==> src/rtl/clct_deadtime_tracker.sv <==
// clct_deadtime_tracker
//   Sits after the best-1-of-7 half-strip sorter. Each clock it qualifies the
//   sorter winner against hit/pid thresholds and registers an accepted CLCT.
//   It keeps one dead-time counter per key group and feeds bsy back to the
//   sorter, so a group that just fired cannot win again during its dead time.
//
// Ports:
//   clock, global_reset_n     clock, asynchronous active-low reset
//   sync_clear                synchronous clear of counters, outputs, stats
//   trig_en                   1 = accept winners
//   hit_thresh, pid_thresh    minimum nhits / pid of the winner pattern
//   dead_time                 busy clocks per accepted CLCT (0 = no marking)
//   spread_en                 also mark groups g-1 and g+1 busy
//   best_pat/key/bend/qkey/qlt/bsy  sorter winner fields
//   bsy                       per-group busy to sorter, bit g = (cnt[g] != 0)
//   clct_vld, clct_*          accepted CLCT strobe and latched fields
//   grp_err                   strobe: qualified winner carried group index 7
//   nclct                     saturating count of accepted CLCTs
//
// Handshake: clct_vld is a one-clock valid strobe with no ready; the consumer
// must take the clct_* fields in the clock clct_vld is high. The fields hold
// their last accepted values while clct_vld is low.

module clct_deadtime_tracker #(
    parameter int NGRP    = 7,
    parameter int MXPATB  = 7,
    parameter int MXKEYBX = 8,
    parameter int MXBNDB  = 5,
    parameter int MXQLTB  = 6,
    parameter int MXDTB   = 4
) (
    input  logic                 clock,
    input  logic                 global_reset_n,
    input  logic                 sync_clear,
    input  logic                 trig_en,
    input  logic [2:0]           hit_thresh,
    input  logic [3:0]           pid_thresh,
    input  logic [MXDTB-1:0]     dead_time,
    input  logic                 spread_en,
    input  logic [MXPATB-1:0]    best_pat,
    input  logic [MXKEYBX-1:0]   best_key,
    input  logic [MXBNDB-1:0]    best_bend,
    input  logic [MXKEYBX:0]     best_qkey,
    input  logic [MXQLTB-1:0]    best_qlt,
    input  logic                 best_bsy,
    output logic [NGRP-1:0]      bsy,
    output logic                 clct_vld,
    output logic [MXPATB-1:0]    clct_pat,
    output logic [MXKEYBX-1:0]   clct_key,
    output logic [MXBNDB-1:0]    clct_bend,
    output logic [MXKEYBX:0]     clct_qkey,
    output logic [MXQLTB-1:0]    clct_qlt,
    output logic                 grp_err,
    output logic [15:0]          nclct
);

    logic [MXDTB-1:0] cnt [NGRP];
    logic [NGRP-1:0]  load;
    logic [2:0]       grp;
    logic             qualify;
    logic             accept;
    logic             bad_grp;

    // Top three key bits select the key group; value 7 is not a real group.
    assign grp     = best_key[MXKEYBX-1 -: 3];
    assign qualify = trig_en && !best_bsy
                     && (best_pat[MXPATB-1 -: 3] >= hit_thresh)
                     && (best_pat[3:0] >= pid_thresh);
    assign accept  = qualify && (grp != 3'd7);
    assign bad_grp = qualify && (grp == 3'd7);

    // Groups to (re)load this clock. Spread only reaches existing neighbours,
    // so groups 0 and 6 clip instead of wrapping.
    always_comb begin
        for (int i = 0; i < NGRP; i++) begin
            load[i] = 1'b0;
            if (accept && (dead_time != '0)) begin
                if (int'(grp) == i)
                    load[i] = 1'b1;
                else if (spread_en && ((int'(grp) == i + 1) || (int'(grp) + 1 == i)))
                    load[i] = 1'b1;
            end
        end
    end

    always_comb begin
        for (int i = 0; i < NGRP; i++) begin
            bsy[i] = (cnt[i] != '0);
        end
    end

    // Dead-time counters: load beats decrement, so a neighbour that is
    // already counting restarts at dead_time.
    always_ff @(posedge clock or negedge global_reset_n) begin
        if (!global_reset_n) begin
            for (int i = 0; i < NGRP; i++) cnt[i] <= '0;
        end else if (sync_clear) begin
            for (int i = 0; i < NGRP; i++) cnt[i] <= '0;
        end else begin
            for (int i = 0; i < NGRP; i++) begin
                if (load[i])
                    cnt[i] <= dead_time;
                else if (cnt[i] != '0)
                    cnt[i] <= cnt[i] - 1'b1;
            end
        end
    end

    // Registered CLCT output stage and error strobe.
    always_ff @(posedge clock or negedge global_reset_n) begin
        if (!global_reset_n) begin
            clct_vld  <= 1'b0;
            clct_pat  <= '0;
            clct_key  <= '0;
            clct_bend <= '0;
            clct_qkey <= '0;
            clct_qlt  <= '0;
            grp_err   <= 1'b0;
        end else if (sync_clear) begin
            clct_vld  <= 1'b0;
            clct_pat  <= '0;
            clct_key  <= '0;
            clct_bend <= '0;
            clct_qkey <= '0;
            clct_qlt  <= '0;
            grp_err   <= 1'b0;
        end else begin
            clct_vld <= accept;
            grp_err  <= bad_grp;
            if (accept) begin
                clct_pat  <= best_pat;
                clct_key  <= best_key;
                clct_bend <= best_bend;
                clct_qkey <= best_qkey;
                clct_qlt  <= best_qlt;
            end
        end
    end

    // Accepted-CLCT statistics, counted on the output strobe, saturating.
    always_ff @(posedge clock or negedge global_reset_n) begin
        if (!global_reset_n)
            nclct <= '0;
        else if (sync_clear)
            nclct <= '0;
        else if (clct_vld && (nclct != 16'hFFFF))
            nclct <= nclct + 16'd1;
    end

endmodule

==> config.mk <==
export PLATFORM = sky130hd
export DESIGN_NAME = clct_deadtime_tracker
export DESIGN_NICKNAME = d
export VERILOG_FILES = /design/src/rtl/clct_deadtime_tracker.sv
export SDC_FILE = /design/constraint.sdc
export NUM_CORES = 1
export LEC_CHECK = 0
export ABC_AREA = 1
export CELL_PAD_IN_SITES_DETAIL_PLACEMENT = 0
export CELL_PAD_IN_SITES_GLOBAL_PLACEMENT = 2
export CORE_ASPECT_RATIO = 1.5
export CORE_UTILIZATION = 30
export DETAILED_ROUTE_END_ITERATION = 16
export MAX_ROUTING_LAYER = met4
export PLACE_DENSITY_LB_ADDON = 0.1
export SLEW_MARGIN = 20
export SYNTH_ARGS = -nofsm -noshare
export SYNTH_HDL_FRONTEND = slang
export SYNTH_SLANG_ARGS = --single-unit
==> constraint.sdc <==
create_clock -name clock -period 3.7 [get_ports clock]
set_input_delay 1.11 -clock clock [delete_from_list [all_inputs] [get_ports clock]]
set_output_delay 1.11 -clock clock [all_outputs]
set_load 0.1 [all_outputs]
# Word level (Yosys, flattened, before mapping)
# Index checks and enable logic that the tools add are counted.
[word_totals]
word_cells = 133
ramBits = 0
inputBits = 52
register_bits = 81
n_memories = 0
latch_bits = 0
romBits = 0
output_inout_bits = 60
[op_classes]
mul = 0
eq_ne = 16
reduce_logical = 41
shift = 0
n_bitwise = 0
mux = 50
div = 0
add_sub_neg = 9
n_lt_le_gt_ge = 2
[op_table]
columns = ["cell", "count"]
rows = [
  ["equality test 32 x 3 -> 1 bit (second input constant)", 2],
  ["equality test 32 x 4 -> 1 bit (second input constant)", 2],
  ["two-way mux 4 bit", 14],
  ["equality test 32 x 2 -> 1 bit (second input constant)", 1],
  ["logical NOT 32 bit", 1],
  ["two-way mux 16 bit", 2],
  ["nonzero test 4 bit", 8],
  ["two-way mux 28 bit", 1],
  ["subtractor 4 x 1 -> 4 bit (second input constant)", 7],
  ["two-way mux 1 bit", 23],
  ["nonzero test 3 bit", 7],
  ["two-way mux 9 bit", 2],
  ["adder 16 x 1 -> 16 bit (second input constant)", 1],
  ["two-way mux 8 bit", 2],
  ["inequality test 16 bit (second input constant)", 1],
  ["equality test 3 bit (second input constant)", 5],
  ["logical AND 1 bit", 14],
  ["two-way mux 7 bit", 2],
  ["two-way mux 6 bit", 2],
  ["two-way mux 5 bit", 2],
  ["logical OR 1 bit", 7],
  ["equality test 3 x 2 -> 1 bit (second input constant)", 2],
  ["adder 3 x 1 -> 4 bit (second input constant)", 1],
  ["equality test 4 x 3 -> 1 bit (second input constant)", 1],
  ["other kinds (7)", 8],
]

# Depth between registers and ports, before layout
# Gate-level depths: netlist of run 1.
[depth]
word_depth = 9
ltp_mapped = 14
mapped_depth_nobuf = 14

# Worst setup path before layout of run 1
# No wires, ideal clock.
[synth_path]
kind = "input to register"
start = "input hit_thresh[2]"
end = "register cnt[10] in the netlist's numbering"
n_path_buf = 0
required_ns = 3.580
setup_ns = 0.120
path_stages = 11
path_slack_ns = 1.189
t_arrival_ns = 2.390
path_cell_list = "inv_1 > ha_1 > nand2_1 > clkinv_1 > nand2_1 > a21oi_2 > nand2_2 > nor2_8 > nand3_2 > o21ai_0 > nor2_1"
[synth_via]
elab_chain_len = 8
word_cells_on_any_way = 9
cone_classes = "order compare: 1; mux: 3; reduce/logical: 5"
[synth_lines]
columns = ["element", "line", "source"]
rows = [
  ["start, declared", "36", "input logic [2:0] hit_thresh,"],
  ["greater-or-equal comparator 3 bit *", "67", "&& (best_pat[MXPATB-1 -: 3] >= hit_thresh)"],
  ["logical AND 1 bit *", "67", ""],
  ["logical AND 1 bit *", "68", "&& (best_pat[3:0] >= pid_thresh);"],
  ["logical AND 1 bit *", "69", "assign accept = qualify && (grp != 3'd7);"],
  ["logical AND 1 bit *", "77", "if (accept && (dead_time != '0)) begin"],
  ["two-way mux 1 bit *", "77", ""],
  ["two-way mux 4 bit", "101", "if (load[i])"],
  ["two-way mux 28 bit", "97", "end else if (sync_clear) begin"],
  ["end signal, assigned by index", "102", "cnt[i] <= dead_time;"],
  ["end signal, assigned by index", "104", "cnt[i] <= cnt[i] - 1'b1;"],
  ["end, declared", "57", "logic [MXDTB-1:0] cnt [NGRP];"],
]
# Every way passes the cells marked *; elsewhere a longest branch is shown, timed or not.
# A chain may end at the register's enable or synchronous reset.

# Final worst setup path of run 1
[layout_path]
start = "input best_key[7]"
end = "register cnt[22] in the netlist's numbering"
[layout_via]
elab_chain_len = 9
word_cells_on_any_way = 15
cone_classes = "add/sub: 1; eq/ne: 4; mux: 5; reduce/logical: 5"
[layout_lines]
columns = ["element", "line", "source"]
rows = [
  ["start, declared", "41", "input logic [MXKEYBX-1:0] best_key,"],
  ["adder 3 x 1 -> 4 bit", "80", "else if (spread_en && ((int'(grp) == i + 1) || (int'(grp) + 1 == i)))"],
  ["equality test 32 x 2 -> 1 bit", "80", ""],
  ["logical OR 1 bit", "80", ""],
  ["logical AND 1 bit", "80", ""],
  ["two-way mux 1 bit", "80", ""],
  ["two-way mux 1 bit", "78", "if (int'(grp) == i)"],
  ["two-way mux 1 bit *", "77", ""],
  ["two-way mux 4 bit", "101", ""],
  ["two-way mux 28 bit", "97", ""],
]
# Marks and branches as above.

==> results of run 1 <==
[synthesized netlist by cell type]
cell / number
nand4_1: 4
nor4_1: 1
nor2_4: 1
and3_1: 1
inv_2: 2
nand2_2: 2
o21bai_1: 1
ha_1: 17
nand3_1: 74
buf_6: 3
clkinv_1: 1
clkbuf_4: 1
clkbuf_8: 1
a21oi_1: 9
nand2_4: 1
a31oi_1: 2
nand2_1: 202
buf_4: 1
o21ai_1: 1
nor3b_1: 1
nand3_4: 1
nand3b_1: 1
dfrtp_1: 81
o21ai_2: 1
buf_2: 5
nor2_1: 58
clkbuf_1: 7
nor2_8: 1
xnor2_1: 14
o21ai_0: 29
a31o_2: 1
inv_1: 54
xor2_1: 2
nand3_2: 7
nor3_1: 13
a21oi_2: 7
[worst max-delay path, cell delays in order]
cell,delay (ns)
clkdlybuf4s50_1,0.63
inv_1,0.15
ha_1,0.36
inv_1,0.08
o21ai_0,0.18
nand2_1,0.09
o21ai_2,0.10
nand3_2,0.22
o21ai_0,0.23
nor2_1,0.06
[per-layer routing]
layer	part of all wire, %	global-route usage [%]	routed length [µm]	vias up
li1	-	-	-	2181
met1	42	20.7	5580	1981
met2	53	32.3	6990	92
met3	4.1	3.27	540	10
met4	1.2	5.43	161	0
met5	0	-	0	-
[final cells by class]
type	instances	area, µm²
Fill cell	1572	8930
Inverter	57	214
Multi-Input combinational cell	452	2250
Clock inverter	5	86.3
Clock buffer	11	253
Timing Repair Buffer	121	1060
Sequential cell	81	2030
Tap cell	199	249
[worst paths after layout]
| check | to | slack, ns | cells past startpoint |
|---|---|---|---|
| max | cnt[22] | 0.71 | 10 |
| min | clct_bend[0] | 0.51 | 2 |
| max reg2reg | nclct[12] | 1.58 | 10 |
| min reg2reg | clct_bend[0] | 0.51 | 2 |
| max in group asynchronous | clct_pat[3] | 2.14 | 2 |
| min in group asynchronous | cnt[7] | 0.77 | 1 |
[flip-flops by register name (all words and copies together) (netlist names)]
| signal | cells |
|---|---|
| clct_bend | 5 |
| clct_qlt | 6 |
| grp_err | 1 |
| cnt | 28 |
| clct_key | 8 |
| clct_qkey | 9 |
| nclct | 16 |
| clct_vld | 1 |
| clct_pat | 7 |
[power groups by stage]
stage	clock (mW)	combinational, mW	sequential [mW]
after global placement	0	1.65	1.17
after detailed placement	0	1.65	1.17
after CTS	1.05	1.66	1.15
after floorplan	0	1.21	1.22
after global routing	1.09	1.84	1.17
final	1.02	1.63	1.15
[kinds of logic (layout without fill, tap and decap cells)]
| family | after synthesis | in the layout | share of synthesized area (%) |
|---|---|---|---|
| buffers and inverters | 75 | 194 | 7.11 |
| flip-flops | 81 | 81 | 44.0 |
| XOR/XNOR | 16 | 16 | 3.04 |
| AND/OR/NAND/NOR | 368 | 368 | 34.9 |
| AO/OA/AOI/OAI | 51 | 51 | 6.38 |
| adder cells (fa/ha/maj) | 17 | 17 | 4.62 |
[metrics by stage]
step	setup slack (ns)	total power, mW	instances
finish	0.713	3.80	926
global route	0.483	4.10	926
CTS	0.725	3.87	926
detailed placement	0.374	2.82	910
global placement	0.337	2.81	910
floorplan	1.19	2.43	608
==> metrics.csv, run 1 <==
metric,value,unit
hold_buf cts,0,
P_leak,3.16,nW
Flop pwr share,30.2,%
DR vias,4264,
headroom to the max-slew limit,59.9,%
RD Place Congestion,0.833,
I/O Pins,112,
final antenna-violating net count,0,
RSZ-0062 raised after global routing,false,
drt drc,0,
HP Start,clct_bend[0],
H-tree depth,3,
Routed wire per std cell,14.3,µm
minimum clock period,2.99,ns
CP Launch Type,primary input,
post-CTS setup buffer count,0,
Die Width,103,µm
synthesized flop and latch total,81,
dpl hpwl,9.55,mm
Sw Pwr,1.60,mW
"commonest non-fill, non-tap cell in the layout",nand2_1,
status,completed,
core area,15100,µm²
Die Ht,154,µm
Die ar.,15900,µm²
maximum fanout along the worst path,10,
Layout Utilization,40.7,%
Clock Power Share,26.9,%
period utilisation layout,80.7,%
Pre-antenna DRT Iters,4,
Initial Util,30.6,%
max-slew violation count,0,
DRT Wirelength,13.3,mm
hold slack final,0.514,ns
"top cells by area, synth","dfrtp_1 (44%), nand2_1 (16%), nand3_1 (8.0%)",
Synth area leader,dfrtp_1,
share of the synthesized area in the top cell type,44.0,%
Final Skew,0.00644,ns
Max-cap violations,0,
CTS root buf,clkbuf_16,
CP Capture Type,flip-flop,
P&R area growth vs syn,33.3,%
TNS Setup,0,ns
share of cells above drive strength 1,15.4,%
P per Cell Area,619,nW/µm²
post-cts repair resize count,0,
Syn Nets,677,
synthesized cell area,4610,µm²
"Clk Latency, worst-skew pair",0.34,ns
Num CTS Buffers,9,
Synth cell types,36,
post-route cell area,6140,µm²
min-delay worst type,reg2reg,
Worst-path clk slew,0.07,ns
first-pass GRT wire length,21.6,mm
antenna fix cells,0,
CTS tree,done,
initial antenna violation count,0,
Worst Setup SP,best_key[7],
Final Hold Fails,0,
dpl cell area,5800,µm²
Gate power share,42.9,%
switch share,41.9,%
# nets final,791,
iteration-0 DRC count of the detailed router,162,
endpoints failing setup,0,
mean post-synth cell area,7.58,µm²
largest net degree at the start of global routing,44,
most frequent cells in the layout,"nand2_1 (202), dfrtp_1 (81), nand3_1 (74), buf_4 (69), nor2_1 (58)",
Total GRT Usage,18.3,%
Worst EP arrival,3.22,ns
Num Clock Sinks,81,
vias per cell,4.60,
row cnt,55,
Max Clock Freq,335,MHz
"Seq/Total Area, Yosys",44.0,%
Congestion Overflow GR,0,
Least-Margin Pin Slew,0.601,ns
Cell Int Power,2.21,mW
worst path required time,3.93,ns
Max Buffers Root-to-Sink,2,
Mapped Cells,608,
worst setup path class,in2reg,
Max VDD drop,0.000516,V
RR Startpoint,nclct[0],
synth warn,0,
vias in the first global route,4377,
PortBufs,111,
Note: power is estimated with default switching activity, not from simulation.
==> run 2: changes to the inputs <==
--- a/config.mk
+++ b/config.mk
@@ -9,7 +9,7 @@
 export CELL_PAD_IN_SITES_DETAIL_PLACEMENT = 0
 export CELL_PAD_IN_SITES_GLOBAL_PLACEMENT = 2
 export CORE_ASPECT_RATIO = 1.5
-export CORE_UTILIZATION = 30
+export CORE_UTILIZATION = 28
 export DETAILED_ROUTE_END_ITERATION = 16
 export MAX_ROUTING_LAYER = met4
 export PLACE_DENSITY_LB_ADDON = 0.1
==> constraint.sdc (replaced) <==
create_clock -name clock -period 3.1 [get_ports clock]
set_input_delay 0.93 -clock clock [delete_from_list [all_inputs] [get_ports clock]]
set_output_delay 0.93 -clock clock [all_outputs]
set_load 0.1 [all_outputs]
==> metrics.csv, run 2 (synthesis results as in run 1) <==
metric,value,unit,change
Least-Margin Pin Slew,0.468,ns,was 0.601 ns
endpoints failing setup,0,,unchanged
most frequent cells in the layout,"nand2_1 (202), dfrtp_1 (81), nand3_1 (74), buf_4 (74), nor2_1 (58)",,"was nand2_1 (202), dfrtp_1 (81), nand3_1 (74), buf_4 (69), nor2_1 (58)"
dpl hpwl,9.87,mm,was 9.55 mm
largest net degree at the start of global routing,41,,was 44
Sw Pwr,1.91,mW,was 1.60 mW
post-CTS setup buffer count,0,,unchanged
fin cells,940,,was 926
Num Clock Sinks,81,,unchanged
hold_buf cts,0,,unchanged
Max Clock Freq,374,MHz,
CP Capture Type,flip-flop,,unchanged
Final Hold Fails,0,,unchanged
P_leak,3.20,nW,was 3.16 nW
RD Place Congestion,0.812,,was 0.833
share of cells above drive strength 1,16.2,%,was 15.4%
max-slew violation count,0,,unchanged
vias per cell,4.57,,was 4.60
CP Launch Type,primary input,,unchanged
first-pass GRT wire length,22.6,mm,was 21.6 mm
Max-cap violations,0,,unchanged
min-delay worst type,in2async,,was reg2reg
I/O Pins,112,,unchanged
status,completed,,unchanged
period utilisation layout,86.4,%,
Die ar.,17000,µm²,was 15900 µm²
R2R cell count,10,,unchanged
minimum clock period,2.68,ns,
"commonest non-fill, non-tap cell in the layout",nand2_1,,unchanged
worst reg2reg setup slack,1.04,ns,was 1.58 ns
Num CTS Buffers,9,,unchanged
H-tree depth,3,,unchanged
switch share,42.1,%,was 41.9%
Worst Setup SP,hit_thresh[2],,was best_key[7]
Die Ht,159,µm,was 154 µm
Total GRT Usage,17.5,%,was 18.3%
Clock Power Share,26.4,%,was 26.9%
Biggest register,cnt,,unchanged
final antenna-violating net count,0,,unchanged
worst path required time,3.32,ns,was 3.93 ns
row cnt,57,,was 55
drt drc,0,,unchanged
worst setup path class,in2reg,,unchanged
# nets final,798,,was 791
CTS tree,done,,unchanged
TNS Setup,0,ns,unchanged
iteration-0 DRC count of the detailed router,134,,was 162
PortBufs,111,,unchanged
core area,16100,µm²,was 15100 µm²
Final Skew,0.00941,ns,was 0.00644 ns
Pre-antenna DRT Iters,4,,unchanged
Flop pwr share,30.3,%,was 30.2%
vias in the first global route,4462,,was 4377
Max Buffers Root-to-Sink,2,,unchanged
Worst EP arrival,2.90,ns,was 3.22 ns
Initial Util,28.6,%,was 30.6%
placed insts,924,,was 910
"Clk Latency, worst-skew pair",0.34,ns,about the same
Worst-path clk slew,0.07,ns,about the same
Layout Utilization,38.6,%,was 40.7%
Die Width,107,µm,was 103 µm
Routed wire per std cell,14.3,µm,about the same
Cell Int Power,2.62,mW,was 2.21 mW
Largest register FFs,28,,unchanged
post-cts repair resize count,0,,unchanged
DRT Wirelength,13.4,mm,was 13.3 mm
P per Cell Area,728,nW/µm²,was 619 nW/µm²
Gate power share,43.3,%,was 42.9%
headroom to the max-slew limit,68.7,%,was 59.9%
top flop regs,"cnt x28, nclct x16, clct_qkey x9",,unchanged
P&R area growth vs syn,34.9,%,was 33.3%
antenna fix cells,0,,unchanged
Congestion Overflow GR,0,,unchanged
RSZ-0062 raised after global routing,false,,unchanged
CTS root buf,clkbuf_16,,unchanged
RR Startpoint,nclct[0],,unchanged
DR vias,4294,,was 4264
maximum fanout along the worst path,10,,unchanged
Max VDD drop,0.000492,V,was 0.000516 V
r2r endpoint,nclct[10],,was nclct[12]
Fillers,1754,,was 1572
initial antenna violation count,0,,unchanged
-- run 2: metal layers --
layer | wire, µm | share of wire (%) | vias up | GRT usage (%)
li1 | - | - | 2185 | -
met1 | 5750 | 43 | 2014 | 20.0
met2 | 7060 | 53 | 86 | 31.0
met3 | 476 | 3.5 | 9 | 2.70
met4 | 146 | 1.1 | 0 | 5.23
met5 | 0 | 0 | - | -
-- run 2: stage by stage --
stage / area, µm² / worst slack [ns] / hold WS, ns / power, mW
CTS: 6220 / 0.422 / 0.445 / 4.59
global route: 6220 / 0.229 / 0.450 / 4.87
global placement: 5890 / 0.0560 / 0.497 / 3.36
floorplan: 4610 / 0.769 / 0.498 / 2.90
finish: 6220 / 0.423 / 0.444 / 4.52
detailed placement: 5890 / 0.0684 / 0.497 / 3.37
-- run 2: how the worst max path moves through the flow --
stage                         end  slack [ns]  cells after the start
after floorplan           cnt[10]        0.77                     11
after global placement     cnt[4]        0.06                     14
after detailed placement   cnt[7]        0.07                     12
after CTS                  cnt[7]        0.42                     12
after global routing       cnt[6]        0.23                     12
final                      cnt[7]        0.42                     12
-- run 2: cell type report --
type	count	area, µm²	area share, %
inverter	57	214	3.44
clock buffer	10	239	3.84
timing repair buffer	128	1140	18.3
clock inverter	6	90.1	1.45
sequential	81	2030	32.6
multi-input combinational	452	2250	36.2
tap	206	258	4.15
-- run 2: worst max-delay path, cell delays in order --
cell and delay, ns:
clkdlybuf4s50_1 0.45, inv_1 0.04, ha_1 0.28, nand2_1 0.06, clkinv_1 0.04, nand2_1 0.05, a21oi_2 0.17, nand2_2 0.12
nor2_8 0.23, nand3_2 0.23, o21ai_0 0.23, nor2_1 0.06
-- run 2: power by group through the flow --
stage / clock network (mW) / logic (mW) / registers, mW
floorplan: 0 / 1.45 / 1.45
global placement: 0 / 1.97 / 1.39
detailed placement: 0 / 1.97 / 1.39
CTS: 1.24 / 1.98 / 1.37
global route: 1.28 / 2.18 / 1.40
finish: 1.20 / 1.96 / 1.37
==> run 3: changes to the inputs <==
--- a/config.mk
+++ b/config.mk
@@ -11,6 +11,7 @@
 export CORE_ASPECT_RATIO = 1.5
 export CORE_UTILIZATION = 28
 export DETAILED_ROUTE_END_ITERATION = 16
+export GPL_ROUTABILITY_DRIVEN = 0
 export MAX_ROUTING_LAYER = met4
 export PLACE_DENSITY_LB_ADDON = 0.1
 export SLEW_MARGIN = 20
==> results of run 3 <==
Same layout as run 2: the final DEF is identical, and so are final timing and power.
==> edit 1, RTL diff (settings of run 3) <==
Register the output `clct_qkey` once more, with the module's reset; this adds one clock of latency there. The other outputs are not delayed to match.
--- a/src/rtl/clct_deadtime_tracker.sv
+++ b/src/rtl/clct_deadtime_tracker.sv
@@ -54,4 +54,6 @@
     output logic [15:0]          nclct
 );
+
+    logic [MXKEYBX:0] clct_qkey_s0;
 
     logic [MXDTB-1:0] cnt [NGRP];
@@ -114,5 +116,5 @@
             clct_key  <= '0;
             clct_bend <= '0;
-            clct_qkey <= '0;
+            clct_qkey_s0 <= '0;
             clct_qlt  <= '0;
             grp_err   <= 1'b0;
@@ -122,5 +124,5 @@
             clct_key  <= '0;
             clct_bend <= '0;
-            clct_qkey <= '0;
+            clct_qkey_s0 <= '0;
             clct_qlt  <= '0;
             grp_err   <= 1'b0;
@@ -132,5 +134,5 @@
                 clct_key  <= best_key;
                 clct_bend <= best_bend;
-                clct_qkey <= best_qkey;
+                clct_qkey_s0 <= best_qkey;
                 clct_qlt  <= best_qlt;
             end
@@ -148,4 +150,12 @@
     end
 
+    always_ff @(posedge clock or negedge global_reset_n) begin
+        if (!global_reset_n) begin
+            clct_qkey <= '0;
+        end else begin
+            clct_qkey <= clct_qkey_s0;
+        end
+    end
+
 endmodule
 
Check against the original RTL: not equivalent (a bounded check fails within 4 cycles, from zero or initial values and one cycle with global_reset_n low).
==> edit 1 against run 3 <==
  * Wire length is 3.8% higher
  * Total power up 2.3%
  * Via count up 4.1%
  * Core utilization decreased by 0.23 points
  * Area after synthesis is 5.3% higher
  * Setup slack worse by 0.0023 ns
  * First-iteration DRC count up 31%
  * Cell area is 3.8% higher
  * Sequential cell count is 9 higher
  * Count of clock-buffer cells in the layout down 1
  * Critical path type unchanged
  * Critical endpoint is now cnt[22]
  * Largest cell class unchanged
==> edit 1: results (changes against run 3) <==
Status
  – Status: completed (unchanged)

Final layout
  – Multi-input gate area: 2280 sq um (was 2250 sq um)
  – Number of flip-flops in the largest register: 28 (unchanged)
  – Share of cells above drive strength 1: 0.164 (was 0.162)
  – Nets: 808 (was 798)
  – Fin cells: 954 (was 940)
  – Top flop regs: cnt: 28 flops, nclct: 16 flops (was cnt: 28 flops, nclct: 16 flops, clct_qkey: 9 flops)
  – Filler cells: 1783 (was 1754)

Global routing
  – Met3 usage: 0.0235 (was 0.0270)
  – First-pass GRT wire length: 22.8 mm (was 22.6 mm)
  – Met1 Track Usage GR: 0.203 (was 0.200)
  – Pin count of the biggest net entering global routing: 71 (was 41)
  – Met2 usage: 0.296 (was 0.310)
  – Number of global-route vias before repair: 4497 (was 4462)
  – Gr usage total: 0.174 (was 0.175)
  – Initial antenna violation count: 0 (unchanged)

Power and ir drop
  – Leakage Power: 3.32 nW (was 3.20 nW)
  – Sw Ratio: 0.429 (was 0.421)
  – Peak supply drop: 0.612 mV (was 0.492 mV)

Detailed routing
  – Via density: 4.69 (was 4.57)
  – WL met1: 5.99 mm (was 5.75 mm)
  – DRT Pass-1 Iters: 7 (was 4)
  – WL met2: 7.15 mm (was 7.06 mm)
  – Drt total wl: 14.0 mm (was 13.4 mm)
  – Met3 Routed Length: 550 um (was 476 um)
  – Initial drt markers: 175 (was 134)

Setup path
  – Worst Path Max Fanout: 10 (unchanged)
  – Crit path DAT: 2.92 ns (was 2.90 ns)
  – R2R cell count: 9 (was 10)
  – R2r setup slk: 1.12 ns (was 1.04 ns)
  – CP peak stage delay: 0.45 ns (about the same)
  – Worst reg2reg path endpoint: nclct[11] (was nclct[10])

Placement
  – Post-DP HPWL: 10.1 mm (was 9.87 mm)
  – Cells after DPL: 938 (was 924)
  – Dpl cell area: 6150 sq um (was 5890 sq um)
  – Pre-CTS setup slack: 0.0443 ns (was 0.0684 ns)

Clocking
  – Clk slew on worst S/H paths: 0.07 ns (about the same)
  – Clk_lat worst skew: 0.36 ns (was 0.34 ns)

Logic synthesis
  – Cells after Synth: 614 (was 608)
  – Netlist cell types: 31 (was 36)
  – Synth Area in XOR/XNOR: 0.0379 (was 0.0304)
  – Complex-gate fraction of the synthesized area: 0.0670 (was 0.0638)
  – Sequential share of the synthesized area: 0.464 (was 0.440)
  – Commonest cells in the netlist: nand2_1, dfrtp_1, nand3_1, inv_1, nor2_1 (was nand2_1, dfrtp_1, nand3_1, nor2_1, inv_1)
  – Mapped Nets: 683 (was 677)
  – Synth Area in Adders: 0.0438 (was 0.0462)
  – Top cells by area, synth: dfrtp_1, nand2_1, nand3_1, ha_1, inv_1 (was dfrtp_1, nand2_1, nand3_1, nor2_1, ha_1)

STA
  – Worst Skew: 0.00849 ns (was 0.00941 ns)
  – Fin Hold WS: 0.381 ns (was 0.444 ns)
  – Worst slew margin: 0.723 (was 0.687)

Min path
  – Min-Delay Path Class: reg -> reg (was in -> async)
edit 1: area by class of cell:
class | instances | area share
clock buffer | 9 | 0.0349
clock inverter | 7 | 0.0128
inverter | 58 | 0.0337
multi-input combinational | 449 | 0.353
sequential | 90 | 0.349
tap | 210 | 0.0407
timing repair buffer | 131 | 0.176
edit 1: worst max path at each step:
stage	cells after the start	end	slack (ns)	startpoint
final	12	cnt[22]	0.42	hit_thresh[2]
after global routing	13	cnt[7]	0.18	hit_thresh[1]
after global placement	14	cnt[1]	0.06	hit_thresh[2]
after floorplan	9	nclct[7]	0.75	nclct[0]
after detailed placement	14	cnt[1]	0.04	pid_thresh[3]
after CTS	14	cnt[1]	0.42	hit_thresh[2]
edit 1: power groups by stage:
stage          Combinational [mW]  Clock [mW]  Sequential [mW]
3_5_place_dp                 1.97           0             1.52
4_1_cts                      1.98        1.22             1.50
6_report                     1.96        1.18             1.50
3_3_place_gp                 1.96           0             1.51
5_1_grt                      2.18        1.25             1.52
2_1_floorplan                1.45           0             1.57
==> edit 2, RTL diff (flow settings as in run 3) <==
Made on the original files. Set the parameter `MXPATB` to 8 (it was 7).
--- a/src/rtl/clct_deadtime_tracker.sv
+++ b/src/rtl/clct_deadtime_tracker.sv
@@ -24,5 +24,5 @@
 module clct_deadtime_tracker #(
     parameter int NGRP    = 7,
-    parameter int MXPATB  = 7,
+    parameter int MXPATB  = 8,
     parameter int MXKEYBX = 8,
     parameter int MXBNDB  = 5,
Interface: changed (resized best_pat and clct_pat); port bits go from 112 to 114. The function was not compared with the original's and may differ.
==> edit 2 against run 3 <==
  * Critical endpoint is now cnt[6]
  * Core utilization rose by 0.15 points
  * Sequential cell count is 1 higher
  * Critical path type unchanged
  * Clock power shrank 5%
  * Cell area up 1.3%
  * Total power fell by 0.24%
  * Largest power group unchanged
  * Wire length grew 4.3%
  * Area after synthesis grew 1.3%
  * Setup slack improved by 0.0050 ns
==> edit 2: results (changes against run 3) <==
Logic synthesis
  – Complex-gate fraction of the synthesized area: 0.0662 (was 0.0638)
  – Syn avg cell area: 7.57 sq um (was 7.58 sq um)
  – Synth Area in XOR/XNOR: 0.0356 (was 0.0304)
  – Commonest cells in the netlist: nand2_1, dfrtp_1, nand3_1, inv_1, nor2_1 (was nand2_1, dfrtp_1, nand3_1, nor2_1, inv_1)
  – Sequential share of the synthesized area: 0.440 (about the same)
  – Mapped Nets: 687 (was 677)
  – Top cells by area, synth: dfrtp_1, nand2_1, nand3_1, inv_1, ha_1 (was dfrtp_1, nand2_1, nand3_1, nor2_1, ha_1)

Setup path
  – R2r setup slk: 0.96 ns (was 1.04 ns)
  – Worst reg2reg path endpoint: nclct[8] (was nclct[10])

Global routing
  – Met2 usage: 0.301 (was 0.310)
  – Met1 Track Usage GR: 0.205 (was 0.200)
  – Pin count of the biggest net entering global routing: 55 (was 41)
  – Gr usage total: 0.177 (was 0.175)
  – Met3 usage: 0.0306 (was 0.0270)
  – First-pass GRT wire length: 23.0 mm (was 22.6 mm)
  – Number of global-route vias before repair: 4645 (was 4462)

Detailed routing
  – Via count: 4441 (was 4294)
  – WL met1: 6.05 mm (was 5.75 mm)
  – Drt wl/cell: 14.7 um (was 14.3 um)
  – WL met2: 7.19 mm (was 7.06 mm)
  – Initial drt markers: 164 (was 134)
  – DRT Pass-1 Iters: 5 (was 4)

Power and ir drop
  – Final Power: 4.51 mW (was 4.52 mW)
  – Clock net power: 1.14 mW (was 1.20 mW)
  – Flop pwr share: 0.307 (was 0.303)
  – Leakage Power: 3.26 nW (was 3.20 nW)
  – NetSw: 1.94 mW (was 1.91 mW)

Final layout
  – Share of cells above drive strength 1: 0.164 (was 0.162)
  – Fin cells: 954 (was 940)
  – Filler cells: 1714 (was 1754)

STA
  – Worst Tran Pin Value: 0.772 ns (was 0.468 ns)
  – Worst Skew: 0.0101 ns (was 0.00941 ns)
  – Fin Hold WS: 0.514 ns (was 0.444 ns)

Placement
  – IO Port Bufs: 113 (was 111)
  – Cells after DPL: 938 (was 924)
  – Pre-CTS setup slack: 0.0537 ns (was 0.0684 ns)

Min path
  – Min-Delay Path Class: reg -> reg (was in -> async)

Status
  – Status: completed (unchanged)
-- edit 2: cell type report --
cell class / count / share of cell area
Inverter: 62 / 0.0370
Clock inverter: 5 / 0.00994
Tap cell: 206 / 0.0409
Multi-Input combinational cell: 455 / 0.363
Timing Repair Buffer: 133 / 0.183
Sequential cell: 82 / 0.326
Clock buffer: 11 / 0.0401
-- edit 2: how the worst max path moves through the flow --
stage                  startpoint       end  slack (ns)  cells past startpoint
finish              hit_thresh[2]    cnt[6]        0.43                     12
detailed placement  hit_thresh[2]   cnt[15]        0.05                     12
global placement    hit_thresh[2]   cnt[10]        0.09                     12
CTS                 hit_thresh[2]   cnt[15]        0.42                     12
global route          best_key[6]   cnt[10]        0.22                     12
floorplan                nclct[0]  nclct[7]        0.75                      9
-- edit 2: metrics by stage --
step	util	instance area (sq um)
finish	0.387	6300
floorplan	-	4670
detailed placement	0.368	5980
CTS	0.387	6300
global route	0.387	6300
global placement	0.368	5980
